==> config.mk <==
export PLATFORM = sky130hd
export DESIGN_NAME = fp_regfile_dump
export DESIGN_NICKNAME = d
export VERILOG_FILES = /design/src/rtl/fp_pkg.sv /design/src/rtl/fp_dump_fifo.sv /design/src/rtl/fp_regfile_dump.sv
export SDC_FILE = /design/constraint.sdc
export NUM_CORES = 1
export LEC_CHECK = 0
export BUFFER_PORTS_ARGS = -buffer_cell sky130_fd_sc_hd__buf_2
export CAP_MARGIN = 20
export CELL_PAD_IN_SITES_DETAIL_PLACEMENT = 0
export CELL_PAD_IN_SITES_GLOBAL_PLACEMENT = 1
export CORE_AREA = 5 5 187 189
export DETAILED_ROUTE_END_ITERATION = 10
export DIE_AREA = 0 0 192 194
export PLACE_DENSITY_LB_ADDON = 0.3
export SLEW_MARGIN = 20
export SYNTH_ARGS = -nofsm -noshare
export SYNTH_HDL_FRONTEND = slang
export SYNTH_HIERARCHICAL = 1
export SYNTH_SLANG_ARGS = --single-unit
==> constraint.sdc <==
create_clock -name Clk -period 11 [get_ports Clk]
set_input_delay 2.2 -clock Clk [delete_from_list [all_inputs] [get_ports Clk]]
set_output_delay 2.2 -clock Clk [all_outputs]
set_load 0.02 [all_outputs]
==> src/rtl/fp_pkg.sv <==
// Shared constants and FSM state encoding for the FP register-file dump engine.
package fp_pkg;

    localparam int DATA_WIDTH = 64;
    localparam int ADDR_WIDTH = 6;
    localparam int NUM_REGS   = 32;
    localparam int FIFO_DEPTH = 4;

    typedef enum logic [1:0] {
        ST_IDLE  = 2'd0,
        ST_READ  = 2'd1,
        ST_DRAIN = 2'd2
    } state_e;

endpackage

==> src/rtl/fp_dump_fifo.sv <==
// In-order FIFO with two write ports and one read port.
//   Clk, Rst     : clock, synchronous active-high reset
//   flush        : discard all contents (has priority over push/pop)
//   wr_en0/1     : push wr_data0 then wr_data1 (wr_en1 only together with wr_en0)
//   rd_en        : pop the head when non-empty
//   head         : current head entry (undefined when count == 0)
//   count        : number of stored entries
// DEPTH must be a power of two; the writer guarantees free space.
module fp_dump_fifo #(
    parameter int WIDTH = 70,
    parameter int DEPTH = 4
) (
    input  logic                       Clk,
    input  logic                       Rst,
    input  logic                       flush,
    input  logic                       wr_en0,
    input  logic [WIDTH-1:0]           wr_data0,
    input  logic                       wr_en1,
    input  logic [WIDTH-1:0]           wr_data1,
    input  logic                       rd_en,
    output logic [WIDTH-1:0]           head,
    output logic [$clog2(DEPTH+1)-1:0] count
);

    localparam int PW = $clog2(DEPTH);
    localparam int CW = $clog2(DEPTH+1);

    logic [WIDTH-1:0] mem [DEPTH];
    logic [PW-1:0]    wr_ptr;
    logic [PW-1:0]    wr_ptr1;
    logic [PW-1:0]    rd_ptr;
    logic [CW-1:0]    push_n;
    logic             pop;

    assign wr_ptr1 = wr_ptr + 1'b1;
    assign push_n  = CW'(wr_en0) + CW'(wr_en1);
    assign pop     = rd_en && (count != '0);
    assign head    = mem[rd_ptr];

    always_ff @(posedge Clk) begin
        if (!Rst && !flush) begin
            if (wr_en0) mem[wr_ptr]  <= wr_data0;
            if (wr_en1) mem[wr_ptr1] <= wr_data1;
        end
    end

    always_ff @(posedge Clk) begin
        if (Rst || flush) begin
            wr_ptr <= '0;
            rd_ptr <= '0;
            count  <= '0;
        end else begin
            wr_ptr <= wr_ptr + PW'(push_n);
            rd_ptr <= rd_ptr + PW'(pop);
            count  <= count + push_n - CW'(pop);
        end
    end

endmodule

==> src/rtl/fp_regfile_dump.sv <==
// Streams a range of FP registers out through a valid/ready handshake.
//   Clk, Rst                 : clock, synchronous active-high reset
//   start, first_addr,
//   last_addr                : dump request with inclusive range (sampled in IDLE)
//   abort                    : cancel an active dump, flushing queued words
//   rf_addr_A/B, rf_data_A/B : two combinational register-file read ports
//   dout_data/addr/valid,
//   dout_ready               : output stream, one register per beat
//   busy                     : dump in progress (READ or DRAIN)
//   done, err                : single-cycle completion / bad-range pulses
module fp_regfile_dump #(
    parameter int DATA_WIDTH = fp_pkg::DATA_WIDTH,
    parameter int ADDR_WIDTH = fp_pkg::ADDR_WIDTH
) (
    input  logic                  Clk,
    input  logic                  Rst,
    input  logic                  start,
    input  logic [ADDR_WIDTH-1:0] first_addr,
    input  logic [ADDR_WIDTH-1:0] last_addr,
    input  logic                  abort,
    output logic [ADDR_WIDTH-1:0] rf_addr_A,
    output logic [ADDR_WIDTH-1:0] rf_addr_B,
    input  logic [DATA_WIDTH-1:0] rf_data_A,
    input  logic [DATA_WIDTH-1:0] rf_data_B,
    output logic [DATA_WIDTH-1:0] dout_data,
    output logic [ADDR_WIDTH-1:0] dout_addr,
    output logic                  dout_valid,
    input  logic                  dout_ready,
    output logic                  busy,
    output logic                  done,
    output logic                  err
);

    import fp_pkg::*;

    localparam int EW = ADDR_WIDTH + DATA_WIDTH;
    localparam int CW = $clog2(FIFO_DEPTH + 1);
    localparam logic [ADDR_WIDTH-1:0] MAX_ADDR = ADDR_WIDTH'(NUM_REGS - 1);

    state_e                state_q, state_d;
    logic [ADDR_WIDTH-1:0] cur_q, cur_d, last_q, last_d, cur_p1;
    logic                  done_q, done_d, err_q, err_d;
    logic                  push0, push1, flush;
    logic [EW-1:0]         head;
    logic [CW-1:0]         fifo_count;

    assign cur_p1 = cur_q + 1'b1;

    always_ff @(posedge Clk) begin
        if (Rst) begin
            state_q <= ST_IDLE;
            cur_q   <= '0;
            last_q  <= '0;
            done_q  <= 1'b0;
            err_q   <= 1'b0;
        end else begin
            state_q <= state_d;
            cur_q   <= cur_d;
            last_q  <= last_d;
            done_q  <= done_d;
            err_q   <= err_d;
        end
    end

    always_comb begin
        state_d   = state_q;
        cur_d     = cur_q;
        last_d    = last_q;
        done_d    = 1'b0;
        err_d     = 1'b0;
        push0     = 1'b0;
        push1     = 1'b0;
        flush     = 1'b0;
        rf_addr_A = '0;
        rf_addr_B = '0;
        case (state_q)
            ST_IDLE: begin
                if (start) begin
                    if (first_addr <= last_addr && last_addr <= MAX_ADDR) begin
                        cur_d   = first_addr;
                        last_d  = last_addr;
                        state_d = ST_READ;
                    end else begin
                        err_d = 1'b1;
                    end
                end
            end
            ST_READ: begin
                rf_addr_A = cur_q;
                rf_addr_B = cur_p1;
                // Free space is judged on the pre-pop count so a same-cycle pop is never relied upon.
                if (abort) begin
                    flush   = 1'b1;
                    state_d = ST_IDLE;
                end else if (cur_q < last_q && fifo_count <= CW'(FIFO_DEPTH - 2)) begin
                    push0 = 1'b1;
                    push1 = 1'b1;
                    cur_d = cur_q + 2'd2;
                    if (cur_p1 == last_q) state_d = ST_DRAIN;
                end else if (cur_q == last_q && fifo_count <= CW'(FIFO_DEPTH - 1)) begin
                    push0   = 1'b1;
                    state_d = ST_DRAIN;
                end
            end
            ST_DRAIN: begin
                if (abort) begin
                    flush   = 1'b1;
                    state_d = ST_IDLE;
                end else if (fifo_count == '0) begin
                    done_d  = 1'b1;
                    state_d = ST_IDLE;
                end
            end
            default: state_d = ST_IDLE;
        endcase
    end

    fp_dump_fifo #(
        .WIDTH (EW),
        .DEPTH (FIFO_DEPTH)
    ) u_fifo (
        .Clk      (Clk),
        .Rst      (Rst),
        .flush    (flush),
        .wr_en0   (push0),
        .wr_data0 ({cur_q, rf_data_A}),
        .wr_en1   (push1),
        .wr_data1 ({cur_p1, rf_data_B}),
        .rd_en    (dout_ready),
        .head     (head),
        .count    (fifo_count)
    );

    // Head is gated so the stream reads as zero whenever nothing is queued.
    assign dout_valid = (fifo_count != '0);
    assign dout_data  = dout_valid ? head[DATA_WIDTH-1:0] : '0;
    assign dout_addr  = dout_valid ? head[DATA_WIDTH +: ADDR_WIDTH] : '0;
    assign busy       = (state_q == ST_READ) || (state_q == ST_DRAIN);
    assign done       = done_q;
    assign err        = err_q;

endmodule
==> metrics.txt <==
Worst EP arrival=between 3 and 4 ns; global route total overflow=0; area of the multi-input gates=between 0.006 and 0.007 mm2; most frequent cell after synthesis=edfxtp_1; core area=0.0331 mm2; CP max FO=38; WL final=37.4 mm; Port Buffers=230; total CTS buffers=34; P_sw=approximately 1.1 mW; Yosys reg bits=303; routability cong.=0.772; Nets=roughly 1400; Final Hold Fails=0; final non-filler cell total=between 1500 and 2000; Yosys warnings=6; Internal Power=~2.5 mW; CP startpoint kind=flop; Synth Area in Compound Gates=1.54%; Pwr Density=~190 mW/mm2; Max-cap violations=0; Max Fclk=~190 MHz; H-tree depth=2; commonest cells in the netlist=280 x edfxtp_1, 262 x mux2_2, 85 x and2_1; Routed WL per cell=between 20 and 25 um; global-route wire length before repair=around 58 mm; main combinational cell family by area after synthesis=multiplexers; clock-pin transition on the worst setup and hold timing paths=around 0.060 ns; mux cell area share after synthesis=a little under a third; design area=around 0.018 mm2; max layer used=met5; Post-Synth XOR/XNOR Area=0.764%; post-cts resize count=0; Placed Cells incl. Taps=roughly 1600; initial antenna violation count=9; Starting DRT DRC Count=roughly 570; Die Y=194 um; period utilization=between 40 and 50%; I/O Pins=roughly 230; Final Core Density=a little under three fifths; GRT Total Usage=19.9%; clk_lat worst skew=just over 0.5 ns; clock group share of total power=approximately a third; fin. max-slew vios=0; Synth top area share=52.9%; clock tree buffer depth=3; Yosys top cell by area=edfxtp_1; CP max-delay cell=dfxtp_4; Tot Pwr=approximately 3.5 mW; measured slew at the worst slew-check pin=approximately 0.91 ns; combinational power share=between 20 and 30%; ys flop type=edfxtp_1; LEAKAGE=6.84 nW; Post-synth EDFFs=280; Post-Syn Instances=around 980; Setup CP Type=flop to output port; met3 wire len=between 2 and 2.5 mm; Synth Net Count=1142; routed via count=around 9200; Metal-1 WL=around 15 mm; clock root buffer=clkbuf_16; Num Clock Sinks=~300; Rows=67; Die Area=~0.037 mm2; Setup crit end kind=output port; sequential-to-total area share from yosys stat=between 50% and 60%; Fin Clk Skew=about 0.013 ns; RSZ-0062 raised after global routing=no; chip width=192 um; post-route DRC violation count=0; vias in the first global route=~10000; worst min path class=flop to flop; Synth area leaders=edfxtp_1 53%, mux2_2 19%, mux4_2 9.9%, and2_1 3.3%, dfxtp_1 2.9%; # setup viols final=0; delay of the slowest critical-path stage=roughly 0.80 ns; Crit path required time=roughly 8.8 ns; setup TNS=0 ns; asr flop ratio synth=0%; Met2 Wirelength=about 19 mm; area growth from synthesis to layout=16.2%; fraction of layout cells with a size suffix above 1=between 50 and 60%; Pre-Repair DR Iteration Count=4; post-CTS setup buffers=0; outcome=complete, no violations; Post-Syn Area=0.0159 mm2; Max VDD drop=around 0.1 mV; Reg power frac=40.4%; relative slew slack=between 30% and 40%; hold buffers post-CTS=0; Vias/cell=roughly 5.5; CP Cell Sequence=buf_4 > mux4_2 > and2_1 > buf_2; Area after DPL=about 0.017 mm2; Sw Share=a little under a third; Post-DRT Antenna Nets=0; largest net degree at the start of global routing=71; sequential cell area=between 0.008 and 0.009 mm2; initial core utilization=roughly 48%; Fillers=~2700; crit path time final=5.34 ns; Post-Synth Simple-Gate Area=between 6 and 7%; Mean Syn Cell Area=approximately 16 um2; Synth Area in Adders=under 10%; Unique masters post-synth=56; CTS tree=yes; dpl hpwl=23.6 mm
==> per-layer routing <==
| layer | global-route usage [%] | vias to the layer above |
|---|---|---|
| li1 | - | 4247 |
| met1 | 25.7 | 4653 |
| met2 | 34.6 | 249 |
| met3 | 4.25 | 74 |
| met4 | 4.65 | 16 |
| met5 | 0 | - |
==> cell type report <==
type,count,share of cell area (%)
antenna,1,0.0136
clock buffer,44,5.16
clock inverter,13,0.732
inverter,21,0.427
multi-input combinational,592,35.7
sequential,303,48.1
tap,448,3.04
timing repair buffer,243,6.87
==> path summary, 6_finish.rpt <==
check | startpoint | to | slack [ns] | cells after the start
worst max-delay path | u_fifo/rd_ptr[0] | dout_data[60] | 5.66 | 4
worst min-delay path | state_q[0] | state_q[0] | 0.48 | 2
worst max register to register | state_q[1] | u_fifo/mem[1][26] | 6.85 | 8
worst min register to register | state_q[0] | state_q[0] | 0.48 | 2
==> state kept, by name (all words and copies together) (netlist names) <==
register and flops:
u_fifo/count 3, u_fifo/wr_ptr 2, u_fifo/rd_ptr 2, u_fifo/mem 280
err 1, done 1, state_q 2, last_q 6
cur_q 6
==> power by group through the flow <==
stage | clock [mW] | combinational [mW] | sequential, mW
final | 1.12 | 0.986 | 1.43
after global routing | 1.19 | 1.07 | 1.44
after CTS | 1.14 | 1.00 | 1.43
after detailed placement | 0 | 0.998 | 1.45
after global placement | 0 | 0.994 | 1.45
after floorplan | 0 | 0.750 | 1.39
==> kinds of logic (layout without fill, tap and decap cells) <==
logic type	Yosys count	after routing
flip-flops	303	303
AO/OA/AOI/OAI	35	35
AND/OR/NAND/NOR	160	160
multiplexers	361	361
other	0	1
adder cells (fa/ha/maj)	23	23
XOR/XNOR	13	13
buffers and inverters	80	321
==> worst max-delay path: cells and delay by family, from the launching register on <==
family / cells / cell delay (ns)
buf+inv: 2 / 0.92
mux: 1 / 0.64
flops: 1 / 0.80
simple gates: 1 / 0.17
==> cells in the final DEF, fill, tap and decap left out, types with 4 or more instances in the layout <==
cell,n
mux2_1,10
dfxtp_1,21
a21oi_1,9
inv_1,20
nand3_1,7
ha_1,21
mux2i_1,10
clkinv_2,6
clkbuf_16,37
mux2_2,262
nand2_1,15
xor2_1,4
clkbuf_1,7
mux2_4,9
nor2b_1,6
and2_1,85
buf_2,230
buf_4,12
edfxtp_1,280
o21ai_0,5
nor3_1,6
mux4_2,70
xnor2_1,8
clkinv_1,4
nor2_1,15
nand2b_1,4
==> per-stage QoR <==
step           worst slack [ns]  hold slack [ns]
3_5_place_dp               5.57            0.470
3_3_place_gp               5.61            0.472
4_1_cts                    5.59            0.484
6_report                   5.66            0.482
2_1_floorplan              2.43            0.452
5_1_grt                    5.38            0.502
No activity file was read; power rests on OpenSTA's default activity.
